$ cat config.mk
export PLATFORM = sky130hd
export DESIGN_NAME = imem_boot_loader
export DESIGN_NICKNAME = d
export VERILOG_FILES = /design/src/rtl/imem_boot_loader.sv
export SDC_FILE = /design/constraint.sdc
export NUM_CORES = 2
export LEC_CHECK = 0
export CAP_MARGIN = 40
export CELL_PAD_IN_SITES_DETAIL_PLACEMENT = 0
export CELL_PAD_IN_SITES_GLOBAL_PLACEMENT = 1
export CORE_MARGIN = 2
export CORE_UTILIZATION = 50
export CTS_CLUSTER_SIZE = 25
export DETAILED_ROUTE_END_ITERATION = 12
export PLACE_DENSITY = 0.77
export SLEW_MARGIN = 20
export SYNTH_ARGS = -nofsm -noshare
export SYNTH_HDL_FRONTEND = slang
export SYNTH_SLANG_ARGS = --single-unit
$ cat constraint.sdc
create_clock -name CLK -period 4.2 [get_ports CLK]
set_input_delay 0.63 -clock CLK [delete_from_list [all_inputs] [get_ports CLK]]
set_output_delay 0.63 -clock CLK [all_outputs]
set_load 0.02 [all_outputs]
$ cat src/rtl/imem_boot_loader.sv
// imem_boot_loader: receives a framed byte stream (length byte, then
// big-endian 32-bit words) and writes it into a 2**ADDR_W-word instruction
// RAM with two asynchronous read ports. The CPU is held in reset until the
// complete image has been accepted.
// Optional feature macro: IMEM_LOAD_CHECKSUM_EN adds a 4-byte trailer that
// must equal the XOR of all written words.
module imem_boot_loader #(
    parameter int unsigned ADDR_W = 6
) (
    input  logic              CLK,
    input  logic              RST,
    input  logic [7:0]        in_data,
    input  logic              in_valid,
    output logic              in_ready,
    input  logic [ADDR_W-1:0] A1,
    input  logic [ADDR_W-1:0] A2,
    output logic [31:0]       RD1,
    output logic [31:0]       RD2,
    output logic              cpu_rst,
    output logic              done,
    output logic              err
);

    localparam int unsigned     DEPTH     = 1 << ADDR_W;
    localparam logic [8:0]      DEPTH_LEN = 9'(DEPTH);
    localparam logic [ADDR_W:0] CNT_ONE   = (ADDR_W + 1)'(1);

`ifdef IMEM_LOAD_CHECKSUM_EN
    typedef enum logic [2:0] {S_LEN, S_WORDS, S_CSUM, S_DONE, S_ERROR} state_t;
`else
    typedef enum logic [2:0] {S_LEN, S_WORDS, S_DONE, S_ERROR} state_t;
`endif

    state_t            state, state_next;
    logic [ADDR_W:0]   n_words, n_words_next;
    logic [ADDR_W-1:0] addr, addr_next;
    logic [1:0]        byte_idx, byte_idx_next;
    logic [23:0]       asm_r, asm_next;
    logic              ready_next, done_next, err_next, cpu_rst_next;
    logic              xfer, we, len_ok, last_word;
    logic [31:0]       word;
    logic [31:0]       mem [DEPTH];
`ifdef IMEM_LOAD_CHECKSUM_EN
    logic [31:0]       xor_acc, xor_next;
`endif

    assign xfer      = in_valid && in_ready;
    assign word      = {asm_r, in_data};
    assign len_ok    = (in_data != 8'd0) && ({1'b0, in_data} <= DEPTH_LEN);
    assign last_word = (({1'b0, addr} + CNT_ONE) == n_words);

    // Next-state, datapath updates and next values of the registered outputs
    always_comb begin
        state_next    = state;
        n_words_next  = n_words;
        addr_next     = addr;
        byte_idx_next = byte_idx;
        asm_next      = asm_r;
        we            = 1'b0;
`ifdef IMEM_LOAD_CHECKSUM_EN
        xor_next      = xor_acc;
`endif
        case (state)
            S_LEN: begin
                if (xfer) begin
                    if (len_ok) begin
                        n_words_next  = in_data[ADDR_W:0];
                        addr_next     = '0;
                        byte_idx_next = '0;
                        state_next    = S_WORDS;
                    end else begin
                        state_next = S_ERROR;
                    end
                end
            end
            S_WORDS: begin
                if (xfer) begin
                    byte_idx_next = byte_idx + 2'd1;
                    asm_next      = {asm_r[15:0], in_data};
                    if (byte_idx == 2'd3) begin
                        we = 1'b1;
`ifdef IMEM_LOAD_CHECKSUM_EN
                        xor_next = xor_acc ^ word;
`endif
                        // addr is held on the last word so it never wraps at N == DEPTH
                        if (last_word) begin
`ifdef IMEM_LOAD_CHECKSUM_EN
                            state_next = S_CSUM;
`else
                            state_next = S_DONE;
`endif
                        end else begin
                            addr_next = addr + 1'b1;
                        end
                    end
                end
            end
`ifdef IMEM_LOAD_CHECKSUM_EN
            S_CSUM: begin
                if (xfer) begin
                    byte_idx_next = byte_idx + 2'd1;
                    asm_next      = {asm_r[15:0], in_data};
                    if (byte_idx == 2'd3) begin
                        state_next = (word == xor_acc) ? S_DONE : S_ERROR;
                    end
                end
            end
`endif
            default: begin
                state_next = state;
            end
        endcase

        ready_next   = (state_next == S_LEN) || (state_next == S_WORDS)
`ifdef IMEM_LOAD_CHECKSUM_EN
                       || (state_next == S_CSUM)
`endif
                       ;
        done_next    = (state_next == S_DONE);
        err_next     = (state_next == S_ERROR);
        cpu_rst_next = (state_next != S_DONE);
    end

    // FSM state, load counters and registered handshake/status outputs
    always_ff @(posedge CLK or posedge RST) begin
        if (RST) begin
            state    <= S_LEN;
            n_words  <= '0;
            addr     <= '0;
            byte_idx <= '0;
            asm_r    <= '0;
            in_ready <= 1'b1;
            done     <= 1'b0;
            err      <= 1'b0;
            cpu_rst  <= 1'b1;
`ifdef IMEM_LOAD_CHECKSUM_EN
            xor_acc  <= '0;
`endif
        end else begin
            state    <= state_next;
            n_words  <= n_words_next;
            addr     <= addr_next;
            byte_idx <= byte_idx_next;
            asm_r    <= asm_next;
            in_ready <= ready_next;
            done     <= done_next;
            err      <= err_next;
            cpu_rst  <= cpu_rst_next;
`ifdef IMEM_LOAD_CHECKSUM_EN
            xor_acc  <= xor_next;
`endif
        end
    end

    // Instruction RAM write port; contents deliberately survive RST
    always_ff @(posedge CLK) begin
        if (we) begin
            mem[addr] <= word;
        end
    end

    assign RD1 = mem[A1];
    assign RD2 = mem[A2];

endmodule

Yosys cells after proc, flatten, opt, wreduce, memory -nomap -nowiden
Memories as Yosys holds them, arrays and structs flattened.
Cells that the tools add are included.
{"block": "word_totals", "mem_count": 1, "out_inout_bits": 68, "ff_bits": 46, "in_bits": 23, "wordCells": 58, "mem_bits_rw": 2048}
{"block": "op_classes", "muxes": 21, "n_addsub": 3, "magnitude_cmp": 1, "n_eq_ne": 12, "n_reduce_logical": 11}
{"memory": "mem", "words": 64, "width": 32, "read_ports": 2, "rd_clocked_by_memory_dff": 0, "write_ports": 1, "line": "42", "text": "logic [31:0] mem [DEPTH];"}
{"op": "two-way mux 6 bit", "count": 5}
{"op": "two-way mux 3 bit", "count": 4}
{"op": "one-hot mux 6 bit (2 select lines)", "count": 1}
{"op": "inequality test 2 bit (second input constant)", "count": 5}
{"op": "less-or-equal comparator 8 x 7 -> 1 bit (second input constant)", "count": 1}
{"op": "two-way mux 2 bit", "count": 4}
{"op": "nonzero test 8 bit", "count": 1}
{"op": "adder 6 x 1 -> 7 bit (second input constant)", "count": 1}
{"op": "equality test 7 bit", "count": 1}
{"op": "adder 6 x 1 -> 6 bit (second input constant)", "count": 1}
{"op": "equality test 3 x 1 -> 1 bit (second input constant)", "count": 2}
{"op": "equality test 3 x 2 -> 1 bit (second input constant)", "count": 2}
{"op": "zero test 3 bit", "count": 2}
{"op": "one-hot mux 3 bit (2 select lines)", "count": 1}
{"op": "AND reduction 6 bit", "count": 1}
{"op": "two-way mux 1 bit", "count": 5}
{"op": "one-hot mux 2 bit (2 select lines)", "count": 1}
{"op": "AND reduction 4 bit", "count": 1}
{"op": "inequality test 3 x 2 -> 1 bit (second input constant)", "count": 1}
{"op": "AND reduction 3 bit", "count": 1}
{"op": "adder 2 x 1 -> 2 bit (second input constant)", "count": 1}
{"op": "equality test 2 bit (second input constant)", "count": 1}
{"op": "logical AND 1 bit", "count": 2}
{"op": "AND reduction 2 bit", "count": 1}
{"op": "other kinds (2)", "count": 2}

Logic depth before layout (Yosys ltp)
{"block": "logic_depth", "word_depth": 8, "mapped_depth": 11, "ltp_nobuf": 7}

Worst setup path before layout
OpenSTA, ideal clock, no wires.
{"block": "synth_timing", "kind": "input -> register", "from": "input in_valid", "to": "memory mem[63][0] (enable)", "cell_stages": 6, "arrival_ns": 3.085, "setup_time_ns": 0.421, "setup_slack_ns": 0.693, "n_path_buf": 1, "required_time_ns": 3.779, "cell_sequence": "and4bb_1 -> and2_0 -> nand2_1 -> or2_2 -> clkbuf_1 -> nor2_1"}
{"block": "synth_via", "elab_chain_cells": 5}
{"element": "from (decl)", "line": "13", "text": "input logic in_valid,"}
{"element": "logical AND 1 bit", "line": "47", "text": "assign xfer = in_valid && in_ready;"}
{"element": "two-way mux 1 bit", "line": "77", "text": "if (xfer) begin"}
{"element": "two-way mux 1 bit", "line": "63", "text": "case (state)"}
{"element": "two-way mux 1 bit", "line": "157", "text": "if (we) begin"}
{"element": "two-way mux 1 bit (implied by the code)", "line": "158", "text": "mem[addr] <= word;"}
{"element": "to (decl)", "line": "42"}
No other way between the ends.

Worst setup path in the final report
{"block": "layout_timing", "from": "input A1[4]", "to": "output RD1[14]"}
{"block": "layout_via", "elab_chain_cells": 1}
{"element": "from (decl)", "line": "15", "text": "input logic [ADDR_W-1:0] A1,"}
{"element": "memory (64 x 32 bit)"}
{"element": "to (decl)", "line": "17", "text": "output logic [31:0] RD1,"}
No other way between the ends.

==> results.py <==
metrics = {
    "setup_path": {
        "r2r_slack_ns": 1.13,
        "path_max_fanout": 12,
        "arrival_ns": 3.62,
        "crit_chain": "buf_2 -> buf_4 -> or2_2 -> buf_4 -> o22ai_1 -> nor2_2 -> buf_4 -> clkdlybuf4s50_1",
        "startpoint_type": "input pin",
        "path_delay_family": "buffers and inverters",
        "end_kind": "output pin",
        "cp.depth": 8,
        "path_common_cell": "buf_4",
        "crit_type": "in -> out",
        "path_buf_inv": 5,
        "required_ns": 3.57,
        "cpMaxStageDelayCell": "clkdlybuf4s50_1",
        "r2r_cells": 7,
        "critPathMaxStageDelay_ns": 0.60,
    },
    "power": {
        "pwr-share-seq_pct": 49.6,
        "leakage_nw": 35.5,
        "p_switching_w": 0.0123,
        "combPwrFrac_pct": 11.8,
        "p_int_w": 0.0387,
        "p_total_w": 0.0509,
        "max-vdd-ir-drop_uv": 448,
        "clockPowerShare_pct": 38.5,
        "power_density_nw_per_um2": 456,
        "power_switching_share_pct": 24.1,
    },
    "layout": {
        "drive_gt1_share_pct": 42.4,
        "fin_area_um2": 112000,
        "syn2layout_area_growth_pct": 16.3,
        "nNetsFinal": 4839,
    },
    "clock_tree": {
        "cts_tree": "done",
        "clockRootBuffer": "clkbuf_16",
        "numClockSinks": 2094,
        "h-tree-depth": 4,
        "clock_path_buffers": 3,
        "clk_latency_ns": 0.88,
        "hold_buffers": 0,
        "cts.reportedPaths.clkPinSlew_ns": 0.06,
        "cts_buffers": 210,
    },
    "timing": {
        "worst_pin_slew_ns": 0.789,
        "worst_slack_ns": -0.0472,
        "hold_violations": 0,
        "finClkSkew_ns": 0.0264,
        "layout_min_cycle_time_ns": 4.25,
        "max_clock_freq_mhz": 235,
        "rsz0062_at_grt": "false",
        "finalSetupViolCount": 1,
        "max-slew-margin-rel_pct": 47.3,
        "fin_crit_sh_pct": 101,
        "setup_tns_ns": -0.0472,
        "slew_viol_final": 0,
    },
    "die": {
        "rows": 160,
        "die_area_um2": 196000,
        "io_pins": 91,
        "die_w_um": 442,
        "die_h_um": 442,
        "core_um2": 190000,
        "initial_core_util_pct": 50.4,
    },
    "synthesis": {
        "synth_common_cells": "edfxtp_1 (2048), mux4_2 (1190), buf_2 (159)",
        "seq_area_frac_synth_pct": 65.3,
        "synthCells": 4390,
        "synth_area_leaders": "edfxtp_1 (64%), mux4_2 (28%), mux2i_1 (1.4%)",
        "ys_ff_latch": 2094,
        "syn_avg_cell_area_um2": 21.9,
        "yosysTopAreaCellShare_pct": 64.1,
        "synth.distinct_cells": 57,
        "syn-cell-area_um2": 96000,
        "yosys_warnings": 0,
        "synth-main-ff-cell": "edfxtp_1",
        "synth_top_cell_by_area": "edfxtp_1",
        "synth_edf_count": 2048,
        "synthArstFlopShare_pct": 2.20,
        "synth_fp_nets": 4415,
        "yosysMostFrequentCell": "edfxtp_1",
    },
    "route": {
        "drt-vias-per-instance": 7.21,
        "wl_per_cell_um": 40.8,
        "wirelength_um": 306000,
        "dr_total_vias": 54200,
        "drt_iter0_drc": 8916,
        "dr.pass1.iters": 8,
        "ant_nets": 0,
        "drc_errors": 0,
    },
    "grt": {
        "grt_pass1_vias": 54300,
        "grt_pass1_wl_um": 425000,
        "grt_max_degree": 67,
        "track_usage_pct": 31.5,
        "grt_overflow": 0,
        "grt_antenna_before_repair": 11,
    },
    "placement": {
        "place.gp.congestion": 0.866,
        "placed_area_um2": 104000,
        "port_buffers": 90,
        "dp_hpwl_um": 187000,
    },
    "worst_hold_path": {
        "hold_path.class": "in -> async",
    },
    "job": {
        "maxCapViolations": 0,
    },
    "outcome": {
        "violations": "negative setup slack",
        "status": "finished, violations left",
    },
}
[cell families after synthesis]
kind of cell | Yosys count | share of synthesized area (%)
AO/OA/AOI/OAI | 252 | 1.82
XOR/XNOR | 7 | 0.0639
adder cells (fa/ha/maj) | 2 | 0.0261
buffers and inverters | 353 | 1.66
flip-flops | 2094 | 65.3
multiplexers | 1340 | 29.5
AND/OR/NAND/NOR | 342 | 1.67
[layout by cell type, fill, tap and decap left out, types with 7 or more instances in the layout]
master	count
buf_2	12
clkdlybuf4s50_1	65
clkinvlp_4	10
buf_8	7
o22ai_1	89
nor2_1	51
mux2_2	16
nor2_4	68
a31oi_1	9
a21oi_1	7
clkbuf_1	40
dfrtp_1	42
buf_12	142
nand2_1	82
mux2i_1	134
nand3_1	43
bufinv_16	32
clkbuf_16	216
edfxtp_1	2048
clkinv_1	36
mux4_2	1190
o211ai_1	35
nand2b_1	48
or2_2	8
a22oi_1	78
buf_4	323
clkinv_2	37
o21ai_0	13
[registers in the layout, indices dropped and copies added (netlist names)]
register  flops
addr          6
asm_r        24
byte_idx      2
cpu_rst       1
done          1
err           1
in_ready      1
mem        2048
n_words       7
state         3
[power groups by stage]
stage / clock network [W] / registers (W) / logic [W]
2_1_floorplan: 0 / 0.0266 / 0.00250
3_3_place_gp: 0 / 0.0258 / 0.00564
3_5_place_dp: 0 / 0.0257 / 0.00594
4_1_cts: 0.0198 / 0.0253 / 0.00595
5_1_grt: 0.0205 / 0.0253 / 0.00636
6_report: 0.0196 / 0.0253 / 0.00601
[metal layers]
| layer | wire length [um] | GRT usage, % | vias to the layer above |
|---|---|---|---|
| li1 | - | - | 20300 |
| met4 | 16400 | 15.2 | 2 |
| met5 | 20 | 0 | - |
| met2 | 144000 | 48.4 | 4020 |
| met1 | 106000 | 42.2 | 29100 |
| met3 | 40500 | 8.45 | 734 |
[worst reg2reg max path, delay by kind of cell, from the launching register on]
kind	cells	cell delay, ns
buffers and inverters	3	1.26
flip-flops	1	0.45
AND/OR/NAND/NOR	4	0.90
[through the flow]
stage | setup slack, ns | std cells | utilization [%] | hold WS [ns]
2_1_floorplan | 0.693 | 4390 | - | 0.446
3_3_place_gp | -0.396 | 7099 | 54.7 | 0.459
3_5_place_dp | -0.297 | 7106 | 54.8 | 0.466
4_1_cts | 0.000374 | 7500 | 58.6 | 0.0153
5_1_grt | 0.00512 | 7509 | 58.6 | 0.0542
6_report | -0.0472 | 7512 | 58.6 | 0.0476
[worst paths after layout]
path	start	to
worst max-delay path	A1[4]	RD1[14]
worst min-delay path	RST	done$_DFF_PP0_
worst max register to register	state[2]$_DFF_PP0_	mem[3][23]$_DFFE_PP_
worst min register to register	byte_idx[0]$_DFFE_PP0P_	byte_idx[0]$_DFFE_PP0P_
max in group asynchronous	RST	asm_r[13]$_DFFE_PP0P_
min in group CLK	in_data[7]	mem[27][7]$_DFFE_PP_
[repair_timing]
| action | 4_1_cts | 5_1_grt |
|---|---|---|
| gates resized for setup | 8 | 7 |
| buffers inserted | 0 | 5 |
| pin swaps | 2 | 1 |
| gates cloned | 0 | 0 |
| setup endpoints to repair | 7 | 5 |
[layout make-up]
| cell class | count | area [um^2] |
|---|---|---|
| antenna | 5 | 12.5 |
| clock buffer | 262 | 5640 |
| clock inverter | 132 | 1570 |
| fill | 13300 | 78800 |
| inverter | 7 | 26.3 |
| multi-input combinational | 1943 | 32400 |
| sequential | 2094 | 62700 |
| tap | 2511 | 3140 |
| timing repair buffer | 558 | 6230 |
Note: power is estimated with default switching activity, not from simulation.
